==> src/rtl/rc4_pkg.sv <==
// rc4_pkg: shared types for the RC4 keystream XOR stage.
// Optional feature macro: RC4_DROP_EN (adds the DROP state and its default count).
package rc4_pkg;

    typedef logic [7:0] byte_t;

    typedef enum logic [2:0] {
        ST_IDLE      = 3'd0,
        ST_WAIT_INIT = 3'd1,
`ifdef RC4_DROP_EN
        ST_DROP      = 3'd2,
`endif
        ST_RUN       = 3'd3,
        ST_DRAIN     = 3'd4
    } state_t;

`ifdef RC4_DROP_EN
    localparam int DROP_N_DEFAULT = 256;
`endif

endpackage

==> src/rtl/rc4_ks_fifo.sv <==
// rc4_ks_fifo: small synchronous FIFO buffering keystream bytes.
// Pushes into a full FIFO and pops from an empty FIFO are ignored;
// flush empties the FIFO and takes priority over push/pop.
module rc4_ks_fifo
    import rc4_pkg::*;
#(
    parameter int DEPTH = 4,
    localparam int PTR_W = $clog2(DEPTH),
    localparam int CNT_W = $clog2(DEPTH + 1)
) (
    input  logic             clk,
    input  logic             rst,
    input  logic             push,
    input  logic             pop,
    input  logic             flush,
    input  logic [7:0]       din,
    output logic [7:0]       dout,
    output logic             full,
    output logic             empty,
    output logic [CNT_W-1:0] count
);

    byte_t            mem_q [DEPTH];
    byte_t            mem_d [DEPTH];
    logic [PTR_W-1:0] rd_ptr_q, rd_ptr_d;
    logic [PTR_W-1:0] wr_ptr_q, wr_ptr_d;
    logic [CNT_W-1:0] count_q, count_d;
    logic             do_push;
    logic             do_pop;

    assign full    = (count_q == CNT_W'(DEPTH));
    assign empty   = (count_q == '0);
    assign count   = count_q;
    assign dout    = mem_q[rd_ptr_q];
    assign do_push = push && !full;
    assign do_pop  = pop && !empty;

    // Next storage, pointer and occupancy values from push/pop/flush.
    always_comb begin
        mem_d    = mem_q;
        rd_ptr_d = rd_ptr_q;
        wr_ptr_d = wr_ptr_q;
        count_d  = count_q;
        if (flush) begin
            rd_ptr_d = '0;
            wr_ptr_d = '0;
            count_d  = '0;
        end else begin
            if (do_push) begin
                mem_d[wr_ptr_q] = din;
                wr_ptr_d        = wr_ptr_q + PTR_W'(1);
            end
            if (do_pop) begin
                rd_ptr_d = rd_ptr_q + PTR_W'(1);
            end
            case ({do_push, do_pop})
                2'b10:   count_d = count_q + CNT_W'(1);
                2'b01:   count_d = count_q - CNT_W'(1);
                default: count_d = count_q;
            endcase
        end
    end

    // FIFO state registers, cleared by the asynchronous active-low reset.
    always_ff @(posedge clk or negedge rst) begin
        if (!rst) begin
            mem_q    <= '{default: '0};
            rd_ptr_q <= '0;
            wr_ptr_q <= '0;
            count_q  <= '0;
        end else begin
            mem_q    <= mem_d;
            rd_ptr_q <= rd_ptr_d;
            wr_ptr_q <= wr_ptr_d;
            count_q  <= count_d;
        end
    end

endmodule

==> src/rtl/rc4_xor_stage.sv <==
// rc4_xor_stage: buffers RC4 keystream bytes and XORs them with a
// valid/ready plaintext stream, sequencing the generator's rdy/done
// handshake once per message of msg_len bytes.
// Optional feature macro: RC4_DROP_EN (discard DROP_N keystream bytes
// at the start of each message, i.e. RC4-drop[N]).
module rc4_xor_stage
    import rc4_pkg::*;
#(
    parameter int DEPTH = 4,
    parameter int LEN_W = 16
`ifdef RC4_DROP_EN
    ,
    parameter int DROP_N = DROP_N_DEFAULT
`endif
) (
    input  logic             clk,
    input  logic             rst,
    input  logic             start,
    input  logic [LEN_W-1:0] msg_len,
    output logic             busy,
    output logic             done,
    input  logic             ks_init_done,
    input  logic             ks_valid,
    input  logic [7:0]       ks_data,
    output logic             ks_rdy,
    output logic             ks_done,
    input  logic             din_valid,
    input  logic [7:0]       din,
    output logic             din_ready,
    output logic             dout_valid,
    output logic [7:0]       dout,
    input  logic             dout_ready,
    output logic             overflow
);

    localparam int CNT_W = $clog2(DEPTH + 1);
    localparam logic [CNT_W-1:0] RDY_MAX = CNT_W'(DEPTH - 2);

    state_t           state_q, state_d;
    logic [LEN_W-1:0] remaining_q, remaining_d;
    byte_t            dout_q, dout_d;
    logic             dout_valid_q, dout_valid_d;
    logic             overflow_q, overflow_d;
    logic             done_q, done_d;
    logic             ks_done_q, ks_done_d;

`ifdef RC4_DROP_EN
    localparam int DROP_W = $clog2(DROP_N + 1);
    localparam logic [DROP_W-1:0] DROP_LAST = DROP_W'(DROP_N - 1);
    logic [DROP_W-1:0] drop_cnt_q, drop_cnt_d;
`endif

    logic             fifo_push;
    logic             fifo_pop;
    logic             fifo_flush;
    logic [7:0]       fifo_head;
    logic             fifo_full;
    logic             fifo_empty;
    logic [CNT_W-1:0] fifo_count;

    rc4_ks_fifo #(
        .DEPTH(DEPTH)
    ) u_fifo (
        .clk  (clk),
        .rst  (rst),
        .push (fifo_push),
        .pop  (fifo_pop),
        .flush(fifo_flush),
        .din  (ks_data),
        .dout (fifo_head),
        .full (fifo_full),
        .empty(fifo_empty),
        .count(fifo_count)
    );

    assign busy       = (state_q != ST_IDLE);
    assign done       = done_q;
    assign ks_done    = ks_done_q;
    assign dout_valid = dout_valid_q;
    assign dout       = dout_q;
    assign overflow   = overflow_q;

    // Message sequencing, keystream buffering, XOR datapath and handshakes.
    always_comb begin
        state_d      = state_q;
        remaining_d  = remaining_q;
        dout_d       = dout_q;
        dout_valid_d = dout_valid_q;
        overflow_d   = overflow_q;
        done_d       = 1'b0;
        ks_done_d    = 1'b0;
        fifo_push    = 1'b0;
        fifo_pop     = 1'b0;
        fifo_flush   = 1'b0;
        ks_rdy       = 1'b0;
        din_ready    = 1'b0;
`ifdef RC4_DROP_EN
        drop_cnt_d   = drop_cnt_q;
`endif

        if (dout_valid_q && dout_ready) begin
            dout_valid_d = 1'b0;
        end

        case (state_q)
            ST_IDLE: begin
                if (start) begin
                    if (msg_len != '0) begin
                        remaining_d = msg_len;
                        state_d     = ST_WAIT_INIT;
                    end else begin
                        done_d = 1'b1;
                    end
                end
            end

            ST_WAIT_INIT: begin
                if (ks_init_done) begin
`ifdef RC4_DROP_EN
                    drop_cnt_d = '0;
                    state_d    = ST_DROP;
`else
                    state_d    = ST_RUN;
`endif
                end
            end

`ifdef RC4_DROP_EN
            ST_DROP: begin
                ks_rdy = 1'b1;
                if (ks_valid) begin
                    if (drop_cnt_q == DROP_LAST) begin
                        drop_cnt_d = '0;
                        state_d    = ST_RUN;
                    end else begin
                        drop_cnt_d = drop_cnt_q + DROP_W'(1);
                    end
                end
            end
`endif

            ST_RUN: begin
                ks_rdy    = (fifo_count <= RDY_MAX);
                din_ready = !fifo_empty && (!dout_valid_q || dout_ready) &&
                            (remaining_q != '0);
                if (ks_valid) begin
                    if (fifo_full) begin
                        overflow_d = 1'b1;
                    end else begin
                        fifo_push = 1'b1;
                    end
                end
                if (din_valid && din_ready) begin
                    fifo_pop     = 1'b1;
                    dout_d       = din ^ fifo_head;
                    dout_valid_d = 1'b1;
                    remaining_d  = remaining_q - LEN_W'(1);
                    if (remaining_q == LEN_W'(1)) begin
                        state_d = ST_DRAIN;
                    end
                end
            end

            ST_DRAIN: begin
                if (!dout_valid_q || dout_ready) begin
                    done_d     = 1'b1;
                    ks_done_d  = 1'b1;
                    fifo_flush = 1'b1;
                    state_d    = ST_IDLE;
                end
            end

            default: begin
                state_d = ST_IDLE;
            end
        endcase
    end

    // Control and datapath registers, cleared by the asynchronous active-low reset.
    always_ff @(posedge clk or negedge rst) begin
        if (!rst) begin
            state_q      <= ST_IDLE;
            remaining_q  <= '0;
            dout_q       <= '0;
            dout_valid_q <= 1'b0;
            overflow_q   <= 1'b0;
            done_q       <= 1'b0;
            ks_done_q    <= 1'b0;
`ifdef RC4_DROP_EN
            drop_cnt_q   <= '0;
`endif
        end else begin
            state_q      <= state_d;
            remaining_q  <= remaining_d;
            dout_q       <= dout_d;
            dout_valid_q <= dout_valid_d;
            overflow_q   <= overflow_d;
            done_q       <= done_d;
            ks_done_q    <= ks_done_d;
`ifdef RC4_DROP_EN
            drop_cnt_q   <= drop_cnt_d;
`endif
        end
    end

endmodule
==> config.mk <==
export PLATFORM = sky130hd
export DESIGN_NAME = rc4_xor_stage
export DESIGN_NICKNAME = d
export VERILOG_FILES = /design/src/rtl/rc4_pkg.sv /design/src/rtl/rc4_ks_fifo.sv /design/src/rtl/rc4_xor_stage.sv
export SDC_FILE = /design/constraint.sdc
export NUM_CORES = 1
export LEC_CHECK = 0
export ABC_AREA = 1
export CORE_MARGIN = 3
export CORE_UTILIZATION = 45
export DETAILED_ROUTE_END_ITERATION = 10
export GPL_ROUTABILITY_DRIVEN = 0
export PLACE_DENSITY = 0.69
export SLEW_MARGIN = 20
export SYNTH_ARGS = -nofsm -noshare
export SYNTH_HDL_FRONTEND = slang
export SYNTH_SLANG_ARGS = --single-unit
export TNS_END_PERCENT = 100
==> constraint.sdc <==
create_clock -name clk -period 3.6 [get_ports clk]
set_input_delay 0.54 -clock clk [delete_from_list [all_inputs] [get_ports clk]]
set_output_delay 0.54 -clock clk [all_outputs]
set_load 0.005 [all_outputs]
======== After elaboration in Yosys (flattened, before gate mapping) ========
Index checks and enable logic that the tools add are counted.
storage, ports and cells
  register bits ........................... 70
  input port bits ......................... 39
  output and inout port bits .............. 15
  logic and storage cells ................. 103
cells by class
  add/sub/neg operators ................... 5
  $lt $le $gt $ge ......................... 4
  eq/ne operators ......................... 13
  muxes and demuxes ....................... 38
  bitwise gates (word level) .............. 4
  reduce and logical (&&, ||, !) cells .... 25
operators with widths
  cell                                                                   number
  16-bit 2-to-1 mux                                                      3
  32-bit bitwise mux                                                     1
  16-bit one-hot mux with 2 select lines                                 1
  16-bit nonzero test                                                    2
  8-bit 2-to-1 mux                                                       3
  3-bit 2-to-1 mux                                                       7
  8-bit binary-select mux with 2-bit select                              1
  8-bit demux with 2-bit select                                          1
  16-bit by 1-bit == test with 1-bit output (second input constant)      1
  16-bit by 1-bit subtractor with 16-bit output (second input constant)  1
  1-bit 2-to-1 mux                                                       14
  2-bit != test (second input constant)                                  6
  3-bit one-hot mux with 4 select lines                                  1
  2-bit 2-to-1 mux                                                       4
  8-bit XOR                                                              1
  1-bit logical AND                                                      7
  3-bit == test (second input constant)                                  2
  3-bit greater-or-equal comparator (second input constant)              2
  3-bit zero test                                                        2
  2-bit inverter with 3-bit output                                       2
  3-bit one-hot mux with 2 select lines                                  1
  6-bit AND reduction                                                    1
  2-bit nonzero test                                                     3
  3-bit nonzero test                                                     2
  16 further kinds                                                       20

======== Depth between registers and ports, before layout ========
  depth after elaboration ................. 11
  gate-level depth with buffers ........... 13
  gate-level depth less buffers ........... 13

======== Cells and area by module ========
From an unflattened synthesis, not the netlist that was laid out.
unflattened totals
  cell total of the unflattened synthesis .. 527
  area, all modules ....................... 4025.1 µm²
by module, submodules not included
  module         instances  cells an instance  area each (µm²)  seq. area each (µm²)
  rc4_xor_stage  1          309                2088.3           775.7
  rc4_ks_fifo    1          218                1936.9           975.9

======== Least setup slack after synthesis ========
OpenSTA, ideal clock, no wires.
  path type ............................... register to register
  from .................................... reg remaining_q[0]
  to ...................................... reg u_fifo.count_q[2] (netlist: u_fifo.count[2])
  setup time .............................. 116 ps
  arrival ................................. 2080 ps
  data required time ...................... 3484 ps
  setup slack ............................. 1404 ps
  cell stages (with the launch flop) ...... 14
  cell sequence ........................... dfrtp_1 inv_1 ha_1 nand2_1 nor2_4 nand2_2 nand4_2 nor2_1 fa_1 xnor2_1 o21bai_1 nand2_1 nand2_1 nand2_1
on the way
  word-level cells in the longest chain between the ends .. 9
  elaborated cells on any way between the ends .. 11
  those cells by class .................... eq/ne (2); mux (4); reduce/logical (5)
RTL lines
  item                                                                              line                  RTL
  from (decl)                                                                       rc4_xor_stage.sv:40   logic [LEN_W-1:0] remaining_q, remaining_d;
  from (signal assigned)                                                            rc4_xor_stage.sv:194  remaining_q <= remaining_d;
  16-bit nonzero test (*)                                                           rc4_xor_stage.sv:145  (remaining_q != '0);
  1-bit logical AND (*)                                                             rc4_xor_stage.sv:144  din_ready = !fifo_empty && (!dout_valid_q || dout_ready) &&
  1-bit logical AND (*)                                                             rc4_xor_stage.sv:153  if (din_valid && din_ready) begin
  1-bit 2-to-1 mux (*)                                                              rc4_xor_stage.sv:153
  1-bit 2-to-1 mux (*)                                                              rc4_xor_stage.sv:105  case (state_q)
  1-bit logical AND (*)                                                             rc4_ks_fifo.sv:36     assign do_pop = pop && !empty;
  2-bit by 1-bit == test with 1-bit output / 2-bit == test (equally long branches)  rc4_ks_fifo.sv:56     case ({do_push, do_pop})
  3-bit one-hot mux with 2 select lines                                             rc4_ks_fifo.sv:56
  3-bit 2-to-1 mux                                                                  rc4_ks_fifo.sv:44     if (flush) begin
  to (signal assigned)                                                              rc4_ks_fifo.sv:75     count_q <= count_d;
  to (decl)                                                                         rc4_ks_fifo.sv:27     logic [CNT_W-1:0] count_q, count_d;
Mark *: on every way between the ends. The rest lies on a longest branch, timed or not.
A chain may end at the register's enable or synchronous reset.

======== Worst setup path in the final report ========
  from .................................... reg remaining_q[0]
  to ...................................... out din_ready
on the way
  word-level cells in the longest chain between the ends .. 3
RTL lines
  item                 line                  RTL
  16-bit nonzero test  rc4_xor_stage.sv:145
  1-bit logical AND    rc4_xor_stage.sv:144
  1-bit 2-to-1 mux     rc4_xor_stage.sv:105
  to (decl)            rc4_xor_stage.sv:29   output logic din_ready,
No other way between the ends.

==> results.toml <==
[cells_and_area]
final_common_cell = "nand2_1"
drive_gt1_share_pct = 6.64
area_growth_pct = 21.6
final_cell_mix = "126 x nand2_1, 77 x o21ai_0, 70 x dfrtp_1"
diodes = 0
final_cell_area_um2 = 4510
utilization_pct = 57.5
fin_nets = 569

[power]
power_per_cell_area_nw_per_um2 = 830
ir_drop_mv = 0.321
p_leak_nw = 2.11

[routing]
drt-initial-drc-count = 138
viasPerCell = 5.16
drtPass1Iterations = 4
wire_per_inst_um = 14.0
routed_wl_mm = 8.79
ant_nets = 0
vias = 3244
drcViolationCount = 0

[setup_path]
setup.worst_path.end = "din_ready"
worst_ep_arrival_time_ns = 2.11
ff2ff_path_depth = 14
path_delay_family = "buffers and inverters"
crit_fanout = 5
crit_path_top_delay_cell = "clkdlybuf4s50_1"
required_ns = 3.06
rr_startpoint = "remaining_q[0]$_DFFE_PN0P_"
crit_path_max_incr_delay_ns = 0.45
r2r-end = "u_fifo.count[2]$_DFFE_PN0P_"
cp-end-kind = "primary output"
critPathLaunch = "remaining_q[0]$_DFFE_PN0P_"
r2r_slack_ns = 1.01
path_buf_inv = 2
crit_type = "reg2out"
cp.depth = 8
setup.worst_path.start_class = "flop"
crit_top_cell = "nand2_1"
crit_chain = "inv_1 -> ha_1 -> nand2_1 -> nor2_4 -> nand2_2 -> nand2_1 -> nor2_1 -> clkdlybuf4s50_1"

[timing]
tightest_slew_ns = 0.593
hold_ws_ns = 0.184
finalHoldViolCount = 0
fin_crit_ns = 2.65
slew_headroom_pct = 60.4
fin_skew_ns = 0.0139
fmax_mhz = 378
fin_setup_tns_ns = 0
rsz0062_at_grt = "no"
drv_slew = 0
fin_crit_sh_pct = 73.5
setup_viol = 0

[clocking]
ctsResizeCount = 0
clkLatencyLatePin_ns = 0.34
root_buffer = "clkbuf_8"
clkSinkCount = 70
htree_levels = 3
postCtsSetupBuffers = 0
ctsHoldBuffers = 0
clockBufferDepth = 2
cts_tree = "yes"
clkTransAtPathRegs_ns = 0.07
numCtsBuffers = 9

[run]
cap_violations = 0

[synthesis]
synthCells = 469
yosysWarnings = 0
synth_top_area_share_pct = 47.2
yosysTopAreaCell = "dfrtp_1"
synth.avg_cell_area_um2 = 7.92
synth_area_um2 = 3710
synth.area.top_cells = "dfrtp_1 47%, nand2_1 13%, o21ai_0 10%, nor2_1 5.9%, inv_1 3.7%"
synth_seq_cells = 70
syn_nets = 515
ys_seq_area_share_pct = 47.2
synth-edff-count = 0
synthArstFlopShare_pct = 100
synth.distinct_cells = 33
synthFlopType = "dfrtp_1"

[floorplanning]
die_w_um = 96.8
die_h_um = 96.8
rows = 32
io_pins = 54
initial_core_util_pct = 47.3
design.core.area_um2 = 7850
die_area_um2 = 9380

[outcome]
status = "complete, no violations"

[global_route]
overflow = 0
grt_use_total_pct = 19.6
antenna_found_initial = 0
grt_max_degree = 48
grt_pass1_wl_mm = 15.2
grt_pass1_vias = 3241

[placement]
placed_cell_area_um2 = 4300
portBuffers = 53
place_hpwl_mm = 6.40

[worst_hold_path]
min_path_type = "in2async"
flip-flops by register name, summed over array words and instances (netlist names):
register / flops
overflow: 1
ks_done: 1
remaining_q: 16
u_fifo.rd_ptr_q: 2
done: 1
state_q: 3
dout_valid: 1
u_fifo.mem_q: 32
u_fifo.wr_ptr_q: 2
u_fifo.count: 3
dout: 8
through the flow:
step	std cells	setup slack, ns	power (W)
finish	629	0.953	0.00375
global route	629	0.712	0.00409
CTS	629	0.922	0.00378
detailed placement	614	0.924	0.00308
global placement	614	0.995	0.00301
floorplan	469	1.40	0.00257
worst reg2reg max path, cell delays in order, from the launching register on:
cell,delay [ns]
dfrtp_1,0.41
inv_1,0.12
ha_1,0.24
nand2_1,0.14
nor2_4,0.20
nand2_2,0.10
nand4_2,0.08
buf_4,0.24
nor2_1,0.10
fa_1,0.39
xnor2_1,0.18
o21bai_1,0.13
nand2_1,0.06
nand2_1,0.06
nand2_1,0.04
power by group:
part	total (W)	internal (W)	switching, W	leakage [nW]
sequential	0.00143	0.00114	0.000296	0.902
clock	0.000677	0.000389	0.000289	0.103
combinational	0.00164	0.000688	0.000948	1.10
routing by layer:
| layer | up-vias | share of wire, % | global-route usage [%] |
|---|---|---|---|
| met5 | - | 0 | 0 |
| met4 | 0 | 1.1 | 5.08 |
| met3 | 9 | 4.9 | 5.12 |
| met2 | 89 | 49 | 32.8 |
| met1 | 1512 | 45 | 25.3 |
| li1 | 1634 | - | - |
cell usage after synthesis, types with 2 or more instances:
cell type	instances
inv_1	37
nand2_2	2
dfrtp_1	70
mux2i_1	3
nor2_1	58
clkinv_1	2
xnor2_1	12
o21ai_1	3
a21oi_1	4
o21ai_2	8
ha_1	6
nand4_1	3
xor2_1	2
buf_2	4
clkbuf_1	5
o22ai_1	9
o21ai_0	77
nand3_1	15
buf_6	5
nand2_1	126
nor3_1	6
cell type report:
class                      instances  area, µm²
fill                             742       3330
sequential                        70       1750
multi-input combinational        344       1710
timing repair buffer              58        563
inverter                          40        150
clock buffer                      10        128
tap                              102        128
clock inverter                     5       85.1
worst min path at each step:
stage | slack [ns] | cells after the start | end | from
floorplan | 0.24 | 0 | done$_DFF_PN0_ | rst
global placement | 0.45 | 1 | overflow$_DFFE_PN0P_ | overflow$_DFFE_PN0P_
detailed placement | 0.46 | 1 | overflow$_DFFE_PN0P_ | overflow$_DFFE_PN0P_
CTS | 0.18 | 2 | dout[3]$_DFFE_PN0N_ | rst
global route | 0.21 | 2 | state_q[0]$_DFFE_PN0P_ | rst
finish | 0.18 | 2 | state_q[0]$_DFFE_PN0P_ | rst
kinds of logic (layout without fill, tap and decap cells):
group	count (synthesis)	in the layout	synth area share, %
AO/OA/AOI/OAI	106	106	15.8
XOR/XNOR	14	14	3.30
adder cells (fa/ha/maj)	7	7	2.56
buffers and inverters	55	113	6.81
flip-flops	70	70	47.2
multiplexers	3	3	0.809
AND/OR/NAND/NOR	214	214	23.6
(Power assumes the default switching activity.)
==> RTL edit 1: new RTL, same settings <==
The parameter `LEN_W` goes from 16 to 32.
--- a/src/rtl/rc4_xor_stage.sv
+++ b/src/rtl/rc4_xor_stage.sv
@@ -9,3 +9,3 @@
     parameter int DEPTH = 4,
-    parameter int LEN_W = 16
+    parameter int LEN_W = 32
 `ifdef RC4_DROP_EN
Interface: changed (resized msg_len); port bits go from 54 to 70. The function was not compared with the original's and may differ.
==> RTL edit 1 against the original RTL <==
Wire length increased by 55%. Area after synthesis is 36% higher. Global-route usage rose by 2.6 points. Combinational power increased by 39%. Via count is 51% higher. Worst setup slack got worse by 350 ps. Clock power up 47%. Sequential power up 24%. Final area up 37%. Total power grew 35%. Sequential cell count grew 16. Clock skew shrank 4.1 ps. Largest power group unchanged. Highest routed layer unchanged.
==> RTL edit 1: results (changes against the original RTL) <==
[place]
dpl.cell_count = 915  ; +49%
place_hpwl_mm = 9.72  ; +52%
placed_cell_area_mm2 = 0.00585  ; +36%
pre_cts_ws_ps = 817  ; -107 ps

[setup_path]
r2r_cells = 17  ; +3
cp.arrival_ps = 2460  ; +350 ps

[cts]
clk_root_buffer_cell = clkbuf_16
clock_latency_ps = 360  ; +20 ps

[cells_and_area]
fin_nets = 848  ; +49%
drive_above_1_share = 0.0405  ; -0.0260

[status]
status = finished, final reports clean

[power_and_ir_drop]
ir_worst_vdd_mv = 0.410  ; +28%

[grt]
grt_pass1_vias = 4648  ; +43%
grt_max_degree = 62  ; +29%
grt_pass1_wl_mm = 22.7  ; +49%
grt_use_total = 0.222  ; +0.0263

[drt]
drt-total-wl_mm = 13.6  ; +55%
vias = 4895  ; +51%
vias_per_cell = 5.26  ; +1.9%
drtIter0Drc = 436  ; +220%

[timing]
finClkSkew_ps = 9.79  ; -4.11 ps
fin_crit_sh = 0.833  ; +0.0979

[logic_synthesis]
ys_top_cells_by_count = nand2_1, o21ai_0, dfrtp_1, nor2_1, inv_1
netlist-cell-type-count = 31  ; -6.1%
syn-instance-count = 725  ; +55%
syn-num-nets = 787  ; +53%

==> RTL edit 1: cell count changes after synthesis, moves of 14 or more <==
| cell | change |
|---|---|
| dfrtp_1 | +16 |
| o21ai_0 | +14 |
| nor2_1 | +22 |
| nand2_1 | +117 |
| nand3_1 | +27 |
| inv_1 | +34 |
==> RTL edit 1: power by group <==
group          internal (µW)  total [µW]  switching [µW]
clock network            554         994             440
registers               1400        1780             371
logic                    847        2280            1430
==> RTL edit 1: cells by family after synthesis <==
family                     count (synthesis)  synth area share
buffers and inverters                     97            0.0761
adders and majority gates                  7            0.0188
and+or+nand+nor                          393             0.316
xor gates and xnor gates                  19            0.0329
DFF                                       86             0.425
AOI/OAI and AO/OA                        123             0.131
==> RTL edit 1: worst min path at each step <==
stage	to	slack, ps	depth (start not counted)
final	remaining_q[22]	170	1
after global routing	remaining_q[16]	220	1
after CTS	remaining_q[27]	190	1
after detailed placement	dout[6]	470	2
after global placement	u_fifo.mem_q[23]	470	2
after floorplan	done	240	0
==> RTL edit 1: layout make-up <==
type | count | area, µm²
Sequential cell | 86 | 2150
Clock inverter | 7 | 86.3
Timing Repair Buffer | 74 | 726
Tap cell | 140 | 175
Fill cell | 1053 | 4770
Multi-Input combinational cell | 542 | 2530
Inverter | 73 | 274
Clock buffer | 9 | 225
==> RTL edit 1: worst max-delay path: stages (launching register included) <==
cell             delay (ps)
dfrtp_1                 400
inv_1                   110
ha_1                    240
nand2_1                 120
nor2_1                  290
nand2_1                 180
nor2_1                  210
nor3_1                   80
clkdlybuf4s50_1         480
==> RTL edit 1: metal layers <==
metal / up-vias / global-route usage / share of wire
met4: 0 / 0.0713 / 0.020
met1: 2307 / 0.309 / 0.47
li1: 2439 / - / -
met5: - / 0 / 0
met2: 128 / 0.357 / 0.46
met3: 21 / 0.0377 / 0.050
==> RTL edit 2: new RTL, same flow settings <==
Made on the original files. Encoding of `state_t`: now one-hot (4 bits for 4 states).
--- a/src/rtl/rc4_pkg.sv
+++ b/src/rtl/rc4_pkg.sv
@@ -6,5 +6,5 @@
 
-    typedef enum logic [2:0] {
-        ST_IDLE      = 3'd0,
-        ST_WAIT_INIT = 3'd1,
+    typedef enum logic [3:0] {
+        ST_IDLE      = 4'b0001,
+        ST_WAIT_INIT = 4'b0010,
 `ifdef RC4_DROP_EN
@@ -12,4 +12,4 @@
 `endif
-        ST_RUN       = 3'd3,
-        ST_DRAIN     = 3'd4
+        ST_RUN       = 4'b0100,
+        ST_DRAIN     = 4'b1000
     } state_t;
Behaviour: no difference found for any inputs over 10 cycles, from zero or initial values and one cycle with rst low; not proved beyond that.
==> RTL edit 2 against the original RTL <==
Wire length is 1.5% lower. Register-to-register slack worse by 60 ps. Sequential cell count is 1 higher. Worst setup slack worse by 83 ps. Critical endpoint unchanged. Final area is 0.33% higher. Total power is 5.5% lower. Global-route usage is 0.80 points lower. Area after synthesis is 0.37% higher. Combinational power is 13% lower. Maximum frequency is 3.0% lower. Highest routed layer unchanged. Largest cell class unchanged. Largest power group unchanged. Synthesized cell count is 2.1% higher.
==> RTL edit 2: results (changes against the original RTL) <==
[grt]
grt_use_total = 0.188  ; -0.00799
grt_pass1_vias = 3098  ; -4.4%
grt_pass1_wl_mm = 14.6  ; -4.3%
grt_max_degree = 72  ; +50%

[cells_and_area]
drive_above_1_share = 0.0486  ; -0.0178
fin_nets = 576  ; +1.2%
largest_register_ff_count = 32  ; unchanged

[logic_synthesis]
netlist-cell-type-count = 32  ; -3.0%
avgSynthCellArea_um2 = 7.78  ; -1.7%
ys_top_cells_by_count = nand2_1, o21ai_0, dfrtp_1, nor2_1, inv_1
synthTopCellsByArea = dfrtp_1, nand2_1, o21ai_0
synthArstFlopShare = 1.00  ; unchanged
syn-num-nets = 525  ; +1.9%
seq_area_frac_synth = 0.477  ; +0.00531

[drt]
drtIter0Drc = 261  ; +89%
wire_per_inst_um = 13.6  ; -2.7%
drt-total-wl_mm = 8.66  ; -1.5%
vias_per_cell = 5.12  ; -0.68%
dr.pass1.iters = 4  ; unchanged

[place]
pre_cts_ws_ps = 949  ; +24.7 ps
dpl.cell_count = 621  ; +1.1%
placed_cell_area_mm2 = 0.00430  ; about the same
io_buffers = 53  ; unchanged
place_hpwl_mm = 6.12  ; -4.5%

[setup_path]
critical_path.top_delay_family = simple AND/OR/NAND/NOR gates
r2r_cells = 15  ; +1
critPathMaxStageDelay_ps = 450  ; about the same

[cts]
htree_levels = 3  ; unchanged
clock_latency_ps = 340  ; about the same

[timing]
relSlewSlack = 0.395  ; -0.210
fin_crit_sh = 0.758  ; +0.0231
finClkSkew_ps = 6.10  ; -7.80 ps

[power_and_ir_drop]
ir_worst_vdd_mv = 0.298  ; -7.3%
leakage_uw = 0.00213  ; +1.0%

[status]
status = finished, final reports clean

RTL edit 2: changes by cell type after synthesis, moves of 4 or more:
cell | before | now
xor2_1 | 2 | 8
nand3_1 | 15 | 9
nand2_1 | 126 | 141
o21ai_2 | 8 | 0
o21ai_0 | 77 | 83
nor3_1 | 6 | 2
RTL edit 2: power by group:
group          total [µW]  switching [µW]  internal (µW)
Clock                 725             326            399
Combinational        1420             821            596
Sequential           1400             273           1130
Total                3540            1420           2120
RTL edit 2: area by class of cell:
cell class              count  area, µm²
clock buffers               9        124
repair buffers             56        548
clock inverters             7        103
multi-input cells         352       1700
fillers                   713       3360
inverters                  40        150
flip-flops and latches     71       1780
well taps                 102        128
RTL edit 2: layer usage:
| metal | part of all wire | track usage | vias up |
|---|---|---|---|
| li1 | - | - | 1643 |
| met1 | 0.47 | 0.264 | 1533 |
| met2 | 0.48 | 0.299 | 81 |
| met3 | 0.048 | 0.0332 | 6 |
| met4 | 0.0050 | 0.0540 | 0 |
| met5 | 0 | 0 | - |
RTL edit 2: worst min-delay path by stage:
stage / endpoint / depth (start not counted)
global route: remaining_q[10] / 2
floorplan: done / 0
detailed placement: u_fifo.mem_q[18] / 2
CTS: remaining_q[4] / 2
global placement: u_fifo.mem_q[11] / 2
finish: remaining_q[10] / 2
RTL edit 2: cell families (layout without fill, tap and decap cells):
group                    count (synthesis)  in the layout  share of synthesized area
flip-flops                              71             71                      0.477
AO/OA/AOI/OAI                          108            108                      0.154
XOR/XNOR                                18             18                     0.0423
adder cells (fa/ha/maj)                  7              7                     0.0255
buffers and inverters                   56            112                     0.0672
AND/OR/NAND/NOR                        219            219                      0.234
RTL edit 2: through the flow:
step	total power, µW	hold slack, ps
finish	3540	393
detailed placement	2830	467
global route	3840	484
floorplan	2350	244
CTS	3560	443
global placement	2780	462
